[config.mk]
export PLATFORM = sky130hd
export DESIGN_NAME = pwd_unlock_ctrl
export DESIGN_NICKNAME = d
export VERILOG_FILES = /design/src/rtl/pwd_unlock_ctrl.sv
export SDC_FILE = /design/constraint.sdc
export NUM_CORES = 1
export LEC_CHECK = 0
export CAP_MARGIN = 5
export CELL_PAD_IN_SITES_DETAIL_PLACEMENT = 1
export CELL_PAD_IN_SITES_GLOBAL_PLACEMENT = 1
export CORE_ASPECT_RATIO = 0.75
export CORE_MARGIN = 2
export CORE_UTILIZATION = 52
export DETAILED_ROUTE_END_ITERATION = 16
export GPL_ROUTABILITY_DRIVEN = 0
export GPL_TIMING_DRIVEN = 1
export PLACE_DENSITY = 0.92
export SYNTH_ARGS = -nofsm -noshare
export SYNTH_HDL_FRONTEND = slang
export SYNTH_SLANG_ARGS = --single-unit
export TNS_END_PERCENT = 30
[constraint.sdc]
create_clock -name clk -period 7.38 [get_ports clk]
set_input_delay 1.476 -clock clk [delete_from_list [all_inputs] [get_ports clk]]
set_output_delay 1.476 -clock clk [all_outputs]
set_load 0.02 [all_outputs]
[src/rtl/pwd_unlock_ctrl.sv]
// Password sequencer guarding the protected register-file memory.
// Collects key digits, checks them against the stored password, and grants
// memory access through o_unlock. Adds lockout after repeated failures, idle
// auto-relock, and password change while unlocked.
module pwd_unlock_ctrl #(
  parameter int unsigned PW_LEN   = 4,
  parameter int unsigned DIGIT_W  = 4,
  parameter int unsigned MAX_FAIL = 3,
  parameter int unsigned LOCK_CYC = 50_000_000,
  parameter int unsigned IDLE_CYC = 500_000_000,
  parameter logic [PW_LEN*DIGIT_W-1:0] PW_INIT = 16'h1234
) (
  input  logic                          clk,
  input  logic                          rst,
  input  logic [DIGIT_W-1:0]            key_in,
  input  logic                          en_key,
  input  logic                          access,
  input  logic                          relock,
  input  logic                          chg_pw,
  output logic                          o_unlock,
  output logic                          o_lockout,
  output logic                          o_chg_mode,
  output logic [$clog2(MAX_FAIL+1)-1:0] o_fail_cnt,
  output logic [$clog2(PW_LEN+1)-1:0]   o_digit_cnt
);

  localparam int unsigned PW_W   = PW_LEN * DIGIT_W;
  localparam int unsigned FAIL_W = $clog2(MAX_FAIL + 1);
  localparam int unsigned DCNT_W = $clog2(PW_LEN + 1);
  localparam int unsigned LOCK_W = $clog2(LOCK_CYC + 1);
  localparam int unsigned IDLE_W = $clog2(IDLE_CYC + 1);

  localparam logic [DCNT_W-1:0] DCNT_LAST  = DCNT_W'(PW_LEN - 1);
  localparam logic [FAIL_W-1:0] FAIL_LAST  = FAIL_W'(MAX_FAIL - 1);
  localparam logic [FAIL_W-1:0] FAIL_FULL  = FAIL_W'(MAX_FAIL);
  localparam logic [LOCK_W-1:0] LOCK_LAST  = LOCK_W'(LOCK_CYC - 1);
  localparam logic [IDLE_W-1:0] IDLE_LAST  = IDLE_W'(IDLE_CYC - 1);

  typedef enum logic [2:0] {
    S_IDLE,
    S_CHECK,
    S_UNLOCKED,
    S_NEWPW,
    S_LOCKOUT
  } state_t;

  state_t              state, state_n;
  logic [PW_W-1:0]     entry, entry_n;
  logic [PW_W-1:0]     pw, pw_n;
  logic [DCNT_W-1:0]   digit_cnt, digit_cnt_n;
  logic [FAIL_W-1:0]   fail_cnt, fail_cnt_n;
  logic [LOCK_W-1:0]   lock_tmr, lock_tmr_n;
  logic [IDLE_W-1:0]   idle_tmr, idle_tmr_n;
  logic [PW_W-1:0]     entry_shift;
  logic                last_digit;

  // Entry register with the strobed digit appended in the LSBs
  always_comb begin
    entry_shift = (entry << DIGIT_W) | PW_W'(key_in);
    last_digit  = (digit_cnt == DCNT_LAST);
  end

  // Next-state and next-value logic for the sequencer
  always_comb begin
    state_n     = state;
    entry_n     = entry;
    pw_n        = pw;
    digit_cnt_n = digit_cnt;
    fail_cnt_n  = fail_cnt;
    lock_tmr_n  = lock_tmr;
    idle_tmr_n  = idle_tmr;

    unique case (state)
      S_IDLE: begin
        if (relock) begin
          entry_n     = '0;
          digit_cnt_n = '0;
        end else if (en_key) begin
          entry_n = entry_shift;
          if (last_digit) begin
            digit_cnt_n = '0;
            state_n     = S_CHECK;
          end else begin
            digit_cnt_n = digit_cnt + DCNT_W'(1);
          end
        end
      end

      S_CHECK: begin
        entry_n = '0;
        if (entry == pw) begin
          fail_cnt_n = '0;
          idle_tmr_n = '0;
          state_n    = S_UNLOCKED;
        end else if (fail_cnt == FAIL_LAST) begin
          fail_cnt_n = FAIL_FULL;
          lock_tmr_n = '0;
          state_n    = S_LOCKOUT;
        end else begin
          fail_cnt_n = fail_cnt + FAIL_W'(1);
          state_n    = S_IDLE;
        end
      end

      S_UNLOCKED: begin
        if (access) begin
          idle_tmr_n = '0;
        end else if (idle_tmr != IDLE_LAST) begin
          idle_tmr_n = idle_tmr + IDLE_W'(1);
        end
        if (relock) begin
          state_n = S_IDLE;
        end else if (chg_pw) begin
          entry_n     = '0;
          digit_cnt_n = '0;
          state_n     = S_NEWPW;
        end else if (!access && idle_tmr == IDLE_LAST) begin
          state_n = S_IDLE;
        end
      end

      S_NEWPW: begin
        if (relock) begin
          entry_n     = '0;
          digit_cnt_n = '0;
          state_n     = S_IDLE;
        end else if (en_key) begin
          if (last_digit) begin
            pw_n        = entry_shift;
            entry_n     = '0;
            digit_cnt_n = '0;
            idle_tmr_n  = '0;
            state_n     = S_UNLOCKED;
          end else begin
            entry_n     = entry_shift;
            digit_cnt_n = digit_cnt + DCNT_W'(1);
          end
        end
      end

      S_LOCKOUT: begin
        if (lock_tmr == LOCK_LAST) begin
          fail_cnt_n = '0;
          state_n    = S_IDLE;
        end else begin
          lock_tmr_n = lock_tmr + LOCK_W'(1);
        end
      end

      default: begin
        entry_n     = '0;
        digit_cnt_n = '0;
        state_n     = S_IDLE;
      end
    endcase
  end

  // State, datapath registers and registered status outputs
  always_ff @(posedge clk or posedge rst) begin
    if (rst) begin
      state      <= S_IDLE;
      entry      <= '0;
      pw         <= PW_INIT;
      digit_cnt  <= '0;
      fail_cnt   <= '0;
      lock_tmr   <= '0;
      idle_tmr   <= '0;
      o_unlock   <= 1'b0;
      o_lockout  <= 1'b0;
      o_chg_mode <= 1'b0;
    end else begin
      state      <= state_n;
      entry      <= entry_n;
      pw         <= pw_n;
      digit_cnt  <= digit_cnt_n;
      fail_cnt   <= fail_cnt_n;
      lock_tmr   <= lock_tmr_n;
      idle_tmr   <= idle_tmr_n;
      o_unlock   <= (state_n == S_UNLOCKED);
      o_lockout  <= (state_n == S_LOCKOUT);
      o_chg_mode <= (state_n == S_NEWPW);
    end
  end

  // Counters are registers already; expose them directly
  always_comb begin
    o_fail_cnt  = fail_cnt;
    o_digit_cnt = digit_cnt;
  end

endmodule

==> results.sh, run 1 <==
export IMPL_post_synth_main_area_contributors="dfrtp_1 46%, a31oi_1 4.3%, mux2_2 4.0%"
export IMPL_r2r_start="entry[10]"
export IMPL_final_setup_viol_count=0
export IMPL_status="completed"
export IMPL_initial_utilization_pct=52.9
export IMPL_setup_tns_ns=0
export IMPL_ys_async_sr_fraction_pct=100
export IMPL_grtUsageTotal_pct=29.1
export IMPL_leakagePower_nw=2.45
export IMPL_synth_distinct_cells=52
export IMPL_crit_fanout=29
export IMPL_rsz0062_at_grt="no"
export IMPL_yosysWarnings=0
export IMPL_clock_path_buffers=2
export IMPL_yosys_area_top_type="dfrtp_1"
export IMPL_ys_seq_area_share_pct=48.5
export IMPL_start_kind="input port"
export IMPL_worstPathArrival_ns=4.03
export IMPL_drt_total_wl_um=14700
export IMPL_fmax_mhz=264
export IMPL_synth_common_cells="93 x dfrtp_1, 54 x nand2_1, 43 x nor2_1"
export IMPL_grt_ovfl_total=0
export IMPL_vias_per_cell=6.59
export IMPL_min_from="idle_tmr[6]"
export IMPL_tightest_slew_ns=1.23
export IMPL_hold_path_class="reg -> reg"
export IMPL_die_width_um=118
export IMPL_place_hpwl_um=9830
export IMPL_yosys_most_used_dff="dfrtp_1"
export IMPL_crit_start="access"
export IMPL_rows=31
export IMPL_end_kind="flop"
export IMPL_stdcell_area_sq_mm=0.00559
export IMPL_grt_pass1_vias=4586
export IMPL_die_y_um=89.5
export IMPL_vdd_ir_drop_max_uv=114
export IMPL_cap_violations=0
export IMPL_drc=0
export IMPL_io_pins=18
export IMPL_synth_most_common_cell="dfrtp_1"
export IMPL_synth_enable_flop_cells=0
export IMPL_cts_resized=0
export IMPL_wire_per_inst_um=22.0
export IMPL_cts_setup_buffers=0
export IMPL_drive_gt1_share_pct=10.7
export IMPL_first_pass_iters=4
export IMPL_synth_nets=534
export IMPL_placed_cell_area_sq_mm=0.00532
export IMPL_fin_util_pct=58.3
export IMPL_vias=4384
export IMPL_skew_ns=0.0113
export IMPL_die_area_sq_mm=0.0106
export IMPL_synth_avg_cell_area_sq_um=9.74
export IMPL_placed_cells=649
export IMPL_hold_violations=0
export IMPL_synthCells=520
export IMPL_clkSinkCount=98
export IMPL_min_period_over_period_pct=51.3
export IMPL_finalNonFillerCells=665
export IMPL_worstSetupPathType="in -> reg"
export IMPL_numCtsBuffers=9
export IMPL_antenna_found_initial=0
export IMPL_min_period_ns=3.79
export IMPL_cts_hold_buffers_added=0
export IMPL_clkSlewWorstSetupHoldPaths_ns=0.07
export IMPL_slew_headroom_pct=17.7
export IMPL_coreArea_sq_mm=0.00958
export IMPL_insertion_delay_ns=0.35
export IMPL_drt_iter0_drc=337
export IMPL_cts_tree="yes"
export IMPL_slew_viol_final=0
export IMPL_ant_nets=0
export IMPL_power_mw=1.28
export IMPL_antenna_diode_count=0
export IMPL_nNetsFinal=542
export IMPL_htreeDepth=3
export IMPL_area_growth_pct=10.4
export IMPL_synthesis_area_sq_mm=0.00506
export IMPL_p_per_area_mw_per_mm2=230
export IMPL_cts_root_buf="clkbuf_16"
export IMPL_synth_seq_cells=98
export IMPL_grt_start_max_net_pins=63
export IMPL_grt_pass1_wl_um=23900
export IMPL_worstPathRequired_ns=7.62
export IMPL_port_buffers=17
export IMPL_netlist_area_leader_share_pct=45.9
-- placed cells by master (no fill, tap or decap), types with 2 or more instances in the layout --
cell,count
dfrtp_1,93
o211ai_2,2
mux2_2,18
o41ai_1,2
nor3_1,11
buf_4,5
clkbuf_16,9
o21ai_0,28
nor2b_1,8
a22o_1,16
and3_1,14
or3_4,2
mux2i_1,2
or4_1,7
a31oi_1,35
inv_1,10
clkbuf_1,2
and4_1,6
nor4_1,4
nor4b_1,2
nor2_1,43
ha_1,4
o21ai_1,4
xor2_1,19
nand4_1,13
nand2b_1,5
or3_1,3
and2_1,7
nand2_1,54
a21oi_1,28
inv_6,2
dfstp_2,5
clkdlybuf4s50_1,17
a41oi_1,5
nand3_1,15
o31ai_1,12
o2111ai_1,2
-- final cells by class --
cell class / count / area [sq um]
Tap cell: 132 / 165
Timing Repair Buffer: 22 / 208
Multi-Input combinational cell: 386 / 2440
Clock buffer: 11 / 233
Clock inverter: 5 / 38.8
Inverter: 11 / 43.8
Fill cell: 1104 / 3990
Sequential cell: 98 / 2460
-- where the power goes --
group / switching (mW) / internal [mW]
clock network: 0.214 / 0.232
logic: 0.139 / 0.0837
registers: 0.0429 / 0.572
-- sequential cells by signal, indices dropped and copies added, names as in the netlist, 2 cells and up --
register,flops
state,3
pw,16
entry,16
idle_tmr,29
o_digit_cnt,3
lock_tmr,26
o_fail_cnt,2
-- cell families after synthesis --
family | after synthesis | share of synthesized area [%]
AND/OR/NAND/NOR | 204 | 21.8
AO/OA/AOI/OAI | 139 | 17.6
flip-flops | 98 | 48.5
buffers and inverters | 36 | 3.38
multiplexers | 20 | 4.40
XOR/XNOR | 19 | 3.29
adder cells (fa/ha/maj) | 4 | 0.988
-- worst paths after layout --
kind                                 to  slack (ns)  cells past startpoint
max                        idle_tmr[17]        3.59                      7
min                         idle_tmr[6]        0.50                      1
max reg2reg                idle_tmr[17]        4.28                      6
min reg2reg                 idle_tmr[6]        0.50                      1
max in group asynchronous  idle_tmr[14]        4.66                      3
min in group asynchronous  lock_tmr[21]        1.51                      2
-- per-stage QoR --
stage,hold WS (ns),setup slack [ns]
after floorplan,0.442,3.35
after global placement,0.465,3.46
after detailed placement,0.486,3.23
after CTS,0.502,3.62
after global routing,0.551,3.45
final,0.502,3.59
-- critical path, cell delays in order --
cell             delay (ns)
clkdlybuf4s50_1        0.45
and4bb_2               0.33
nand4_1                0.13
nor3_2                 0.36
nor2b_1                0.09
or3_1                  0.78
a31oi_1                0.40
-- metal layers --
metal,part of all wire (%),global-route usage [%]
met1,43,35.7
met2,50,50.5
met3,3.7,5.80
met4,3.3,14.1
met5,0,0
(Power assumes the default switching activity.)
==> run 2, diff against run 1 <==
--- a/config.mk
+++ b/config.mk
@@ -10,11 +10,11 @@
 export CELL_PAD_IN_SITES_GLOBAL_PLACEMENT = 1
 export CORE_ASPECT_RATIO = 0.75
 export CORE_MARGIN = 2
-export CORE_UTILIZATION = 52
+export CORE_UTILIZATION = 44
 export DETAILED_ROUTE_END_ITERATION = 16
 export GPL_ROUTABILITY_DRIVEN = 0
 export GPL_TIMING_DRIVEN = 1
-export PLACE_DENSITY = 0.92
+export PLACE_DENSITY = 0.84
 export SYNTH_ARGS = -nofsm -noshare
 export SYNTH_HDL_FRONTEND = slang
 export SYNTH_SLANG_ARGS = --single-unit
==> constraint.sdc (replaced) <==
create_clock -name clk -period 3.32 [get_ports clk]
set_input_delay 0.664 -clock clk [delete_from_list [all_inputs] [get_ports clk]]
set_output_delay 0.664 -clock clk [all_outputs]
set_load 0.02 [all_outputs]
==> results.sh, run 2 (same netlist as run 1, synthesis figures left out) <==
export IMPL_status="completed"
export IMPL_seq_area_sq_mm=0.00246
export IMPL_skew_ns=0.0131
export IMPL_grt_pass1_vias=4255
export IMPL_die_area_sq_mm=0.0124
export IMPL_insertion_delay_ns=0.36
export IMPL_cts_resized=0
export IMPL_grt_ovfl_total=0
export IMPL_fill_cells=1219
export IMPL_min_period_over_period_pct=88.4
export IMPL_grt_pass1_wl_um=22000
export IMPL_final_cell_mix="93 x dfrtp_1, 54 x nand2_1, 43 x nor2_1, 35 x a31oi_1"
export IMPL_grt_start_max_net_pins=44
export IMPL_tightest_slew_ns=1.11
export IMPL_drc=0
export IMPL_min_period_ns=2.94
export IMPL_vias=4148
export IMPL_drt_iter0_drc=296
export IMPL_slew_viol_final=0
export IMPL_worstPathRequired_ns=3.53
export IMPL_numCtsBuffers=9
export IMPL_worstSetupPathType="reg -> reg"
export IMPL_start_kind="flop"
export IMPL_coreArea_sq_mm=0.0111
export IMPL_final_setup_viol_count=0
export IMPL_pre_cts_ws_ns=0.404
export IMPL_first_pass_iters=5
export IMPL_layout_cells_most_common="dfrtp_1"
export IMPL_cap_violations=0
export IMPL_cts_setup_buffers=0
export IMPL_fin_ws_ns=0.383
export IMPL_cts_hold_buffers_added=0
export IMPL_top_register="idle_tmr"
export IMPL_end_kind="flop"
export IMPL_wire_per_inst_um=19.1
export IMPL_largest_reg_flops=29
export IMPL_fin_util_pct=51.3
export IMPL_grtUsageTotal_pct=21.9
export IMPL_worstPathArrival_ns=3.15
export IMPL_clkSinkCount=98
export IMPL_port_buffers=17
export IMPL_clock_path_buffers=2
export IMPL_die_width_um=128
export IMPL_ant_nets=0
export IMPL_hold_path_class="reg -> reg"
export IMPL_leakagePower_nw=2.49
export IMPL_crit_fanout=26
export IMPL_fin_hold_ws_ns=0.505
export IMPL_io_pins=18
export IMPL_initial_utilization_pct=45.8
export IMPL_area_growth_pct=12.1
export IMPL_antenna_diode_count=0
export IMPL_rsz0062_at_grt="no"
export IMPL_place_hpwl_um=8780
export IMPL_p_per_area_mw_per_mm2=511
export IMPL_htreeDepth=3
export IMPL_top_regs="idle_tmr (29), lock_tmr (26)"
export IMPL_die_y_um=96.9
export IMPL_hold_violations=0
export IMPL_setup_tns_ns=0
export IMPL_drt_total_wl_um=12900
export IMPL_vias_per_cell=6.13
export IMPL_slew_headroom_pct=25.6
export IMPL_antenna_found_initial=0
export IMPL_rows=33
export IMPL_fmax_mhz=341
export IMPL_nNetsFinal=546
export IMPL_cts_root_buf="clkbuf_16"
export IMPL_drive_gt1_share_pct=11.7
export IMPL_vdd_ir_drop_max_uv=267
export IMPL_clkSlewWorstSetupHoldPaths_ns=0.08
export IMPL_multi_input_area_sq_mm=0.00244
export IMPL_cts_tree="yes"
==> run 2: changes by cell type in the layout (fill, tap and decap cells not counted), sizes merged <==
cell	previous run	this run
buf	5	9
clkbuf	11	9
clkinv	2	4
clkinvlp	1	0
inv	13	14
==> run 2: metal layers <==
metal | GRT usage (%) | vias to the layer above | wire length (um)
li1 | - | 1956 | -
met1 | 31.8 | 2102 | 6240
met2 | 34.4 | 78 | 6120
met3 | 3.98 | 12 | 465
met4 | 4.48 | 0 | 107
met5 | 0 | - | 0
==> run 2: critical path, stage by stage (launching register included) <==
cell,delay (ns)
dfrtp_1,0.43
xor2_1,0.20
nor4_1,0.32
nand4_1,0.38
o211ai_2,0.94
buf_4,0.32
or4b_1,0.13
a21oi_1,0.06
==> run 2: metrics by stage <==
stage / power, mW / std cells / area (sq um)
after global placement: 1.82 / 661 / 5370
after detailed placement: 1.86 / 661 / 5370
after global routing: 3.03 / 677 / 5680
final: 2.90 / 677 / 5680
after floorplan: 1.68 / 520 / 5060
after CTS: 2.92 / 677 / 5680
==> run 2: final timing paths <==
path,start,to,slack (ns),cells past startpoint
max in group asynchronous,rst,pw[2],1.92,3
min in group asynchronous,rst,idle_tmr[12],0.72,2
worst max register to register,entry[0],lock_tmr[24],0.38,7
worst min register to register,idle_tmr[3],idle_tmr[3],0.50,1
worst max-delay path,entry[0],lock_tmr[24],0.38,7
worst min-delay path,idle_tmr[3],idle_tmr[3],0.50,1
==> run 2: where the power goes <==
part           switching (mW)  leakage [nW]  total, mW  internal, mW
sequential             0.0912          1.33       1.36          1.27
clock                   0.526         0.150       1.06         0.538
combinational           0.285          1.01      0.475         0.190
total                   0.901          2.49       2.90          2.00
==> run 2: area by class of cell <==
type / instances / share of cell area [%]
Multi-Input combinational cell: 386 / 43.0
Sequential cell: 98 / 43.3
Timing Repair Buffer: 26 / 4.41
Clock inverter: 7 / 1.43
Clock buffer: 9 / 3.97
Inverter: 11 / 0.771
Tap cell: 140 / 3.09
==> run 3, diff against run 2 <==
--- a/config.mk
+++ b/config.mk
@@ -9,13 +9,13 @@
 export CELL_PAD_IN_SITES_DETAIL_PLACEMENT = 1
 export CELL_PAD_IN_SITES_GLOBAL_PLACEMENT = 1
 export CORE_ASPECT_RATIO = 0.75
-export CORE_MARGIN = 2
 export CORE_UTILIZATION = 44
 export DETAILED_ROUTE_END_ITERATION = 16
 export GPL_ROUTABILITY_DRIVEN = 0
 export GPL_TIMING_DRIVEN = 1
 export PLACE_DENSITY = 0.84
+export SKIP_LAST_GASP = 1
 export SYNTH_ARGS = -nofsm -noshare
 export SYNTH_HDL_FRONTEND = slang
 export SYNTH_SLANG_ARGS = --single-unit
-export TNS_END_PERCENT = 30
+export TNS_END_PERCENT = 1
==> results.sh, run 3 (same netlist as run 1, synthesis figures left out) <==
export IMPL_rsz0062_at_grt="no"
export IMPL_start_kind="flop"
export IMPL_fmax_mhz=341
export IMPL_worstPathCellList="xor2_1 > nor4_1 > nand4_1 > o211ai_2 > buf_4 > o31ai_1 > a21oi_1"
export IMPL_pwr_share_seq_pct=46.2
export IMPL_placed_cells=660
export IMPL_cts_tree="yes"
export IMPL_skew_ns=0.00819
export IMPL_setup_tns_ns=0
export IMPL_placed_cell_area_sq_mm=0.00536
export IMPL_ant_nets=0
export IMPL_largest_reg_flops=29
export IMPL_die_area_sq_mm=0.0119
export IMPL_worstSetupPathType="reg -> reg"
export IMPL_vdd_ir_drop_max_uv=292
export IMPL_cp_slowest_cell="o211ai_2"
export IMPL_p_per_area_mw_per_mm2=521
export IMPL_grtUsageTotal_pct=23.8
export IMPL_clock_path_buffers=2
export IMPL_power_internal_mw=2.08
export IMPL_p_sw_mw=0.871
export IMPL_numCtsBuffers=9
export IMPL_top_regs="idle_tmr (29), lock_tmr (26)"
export IMPL_fill_cells=1246
export IMPL_vias_per_cell=6.15
export IMPL_area_growth_pct=12.0
export IMPL_clkSinkCount=98
export IMPL_first_pass_iters=4
export IMPL_cap_violations=0
export IMPL_fin_util_pct=51.3
export IMPL_finalNonFillerCells=676
export IMPL_drc=0
export IMPL_holdPathStages=1
export IMPL_top_register="idle_tmr"
export IMPL_hold_violations=0
export IMPL_wire_per_inst_um=19.4
export IMPL_worstPathRequired_ns=3.60
export IMPL_port_buffers=17
export IMPL_tightest_slew_ns=1.15
export IMPL_layout_cells_most_common="dfrtp_1"
export IMPL_min_from="idle_tmr[6]"
export IMPL_critPathTopFamily="compound AO/OA/AOI/OAI gates"
export IMPL_min_period_ns=2.93
export IMPL_fin_hold_ws_ns=0.487
export IMPL_grt_start_max_net_pins=90
export IMPL_grt_pass1_wl_um=22300
export IMPL_slew_viol_final=0
export IMPL_final_cell_mix="93 x dfrtp_1, 54 x nand2_1, 43 x nor2_1, 35 x a31oi_1"
export IMPL_io_pins=18
export IMPL_insertion_delay_ns=0.36
export IMPL_die_y_um=94.9
export IMPL_vias=4156
export IMPL_grt_ovfl_total=0
export IMPL_leakagePower_nw=2.49
export IMPL_clkPwrFrac_pct=37.5
export IMPL_r2r_start="entry[10]"
export IMPL_status="completed"
export IMPL_cts_hold_buffers_added=0
export IMPL_clkSlewWorstSetupHoldPaths_ns=0.07
export IMPL_cts_root_buf="clkbuf_16"
export IMPL_worstPathArrival_ns=3.21
export IMPL_critPathBufInv=1
export IMPL_initial_utilization_pct=45.8
export IMPL_antenna_found_initial=0
export IMPL_hold_path_class="reg -> reg"
export IMPL_cts_resized=0
export IMPL_place_hpwl_um=8720
export IMPL_drt_total_wl_um=13100
export IMPL_reg2regPathDepth=7
export IMPL_ff2ff_setup_slack_ns=0.39
export IMPL_drive_gt1_share_pct=11.4
export IMPL_coreArea_sq_mm=0.0111
export IMPL_min_to="idle_tmr[6]"
export IMPL_cts_setup_buffers=0
export IMPL_nNetsFinal=545
export IMPL_rows=33
export IMPL_final_setup_viol_count=0
export IMPL_end_kind="flop"
export IMPL_slew_headroom_pct=22.9
export IMPL_cpPeakStageDelay_ns=0.95
export IMPL_pwr_share_comb_pct=16.3
export IMPL_switching_share_pct=29.5
export IMPL_crit_fanout=27
export IMPL_min_period_over_period_pct=88.3
export IMPL_drt_iter0_drc=305
export IMPL_htreeDepth=3
export IMPL_die_width_um=126
export IMPL_r2r_end="lock_tmr[21]"
export IMPL_antenna_diode_count=0
export IMPL_stdcell_area_sq_mm=0.00567
export IMPL_grt_pass1_vias=4309
==> run 3: cell count changes in the layout (fill, tap and decap cells not counted) <==
cell,previous run,this run
inv_6,1,3
inv_8,2,1
clkinv_8,2,0
clkbuf_8,0,1
clkinv_4,2,0
clkbuf_1,0,1
buf_4,8,7
bufinv_16,0,1
==> run 3: layer usage <==
metal	part of all wire, %	vias up	global-route usage, %
met5	0	-	0
met4	0.90	0	7.23
met3	2.6	12	3.74
met2	48	59	39.5
met1	49	2137	32.2
li1	-	1948	-
==> run 3: final cells by class <==
type	count	area, sq um	share of cell area [%]
Inverter	11	43.8	0.772
Multi-Input combinational cell	386	2440	43.1
Tap cell	140	175	3.09
Clock buffer	11	243	4.28
Clock inverter	5	67.6	1.19
Timing Repair Buffer	25	243	4.28
Sequential cell	98	2460	43.3
==> run 3: power groups by stage <==
stage                     Sequential (mW)  Combinational (mW)  Clock [mW]
final                                1.37               0.480        1.11
after detailed placement             1.39               0.475           0
after global placement               1.37               0.445           0
after global routing                 1.38               0.522        1.17
after CTS                            1.36               0.481        1.13
after floorplan                      1.39               0.295           0
==> run 3: worst max path at each step <==
stage	from	cells past startpoint	slack, ns	endpoint
after CTS	entry[10]	7	0.41	lock_tmr[21]
after detailed placement	access	7	0.44	idle_tmr[9]
final	entry[10]	7	0.39	lock_tmr[21]
after global placement	entry[10]	7	0.56	lock_tmr[21]
after floorplan	rst	1	0.10	entry[0]
after global routing	entry[10]	7	0.19	lock_tmr[13]
==> run 3: through the flow <==
stage | total power, mW | setup slack [ns]
2_1_floorplan | 1.68 | 0.102
3_3_place_gp | 1.82 | 0.562
3_5_place_dp | 1.86 | 0.443
4_1_cts | 2.97 | 0.407
5_1_grt | 3.07 | 0.188
6_report | 2.95 | 0.387
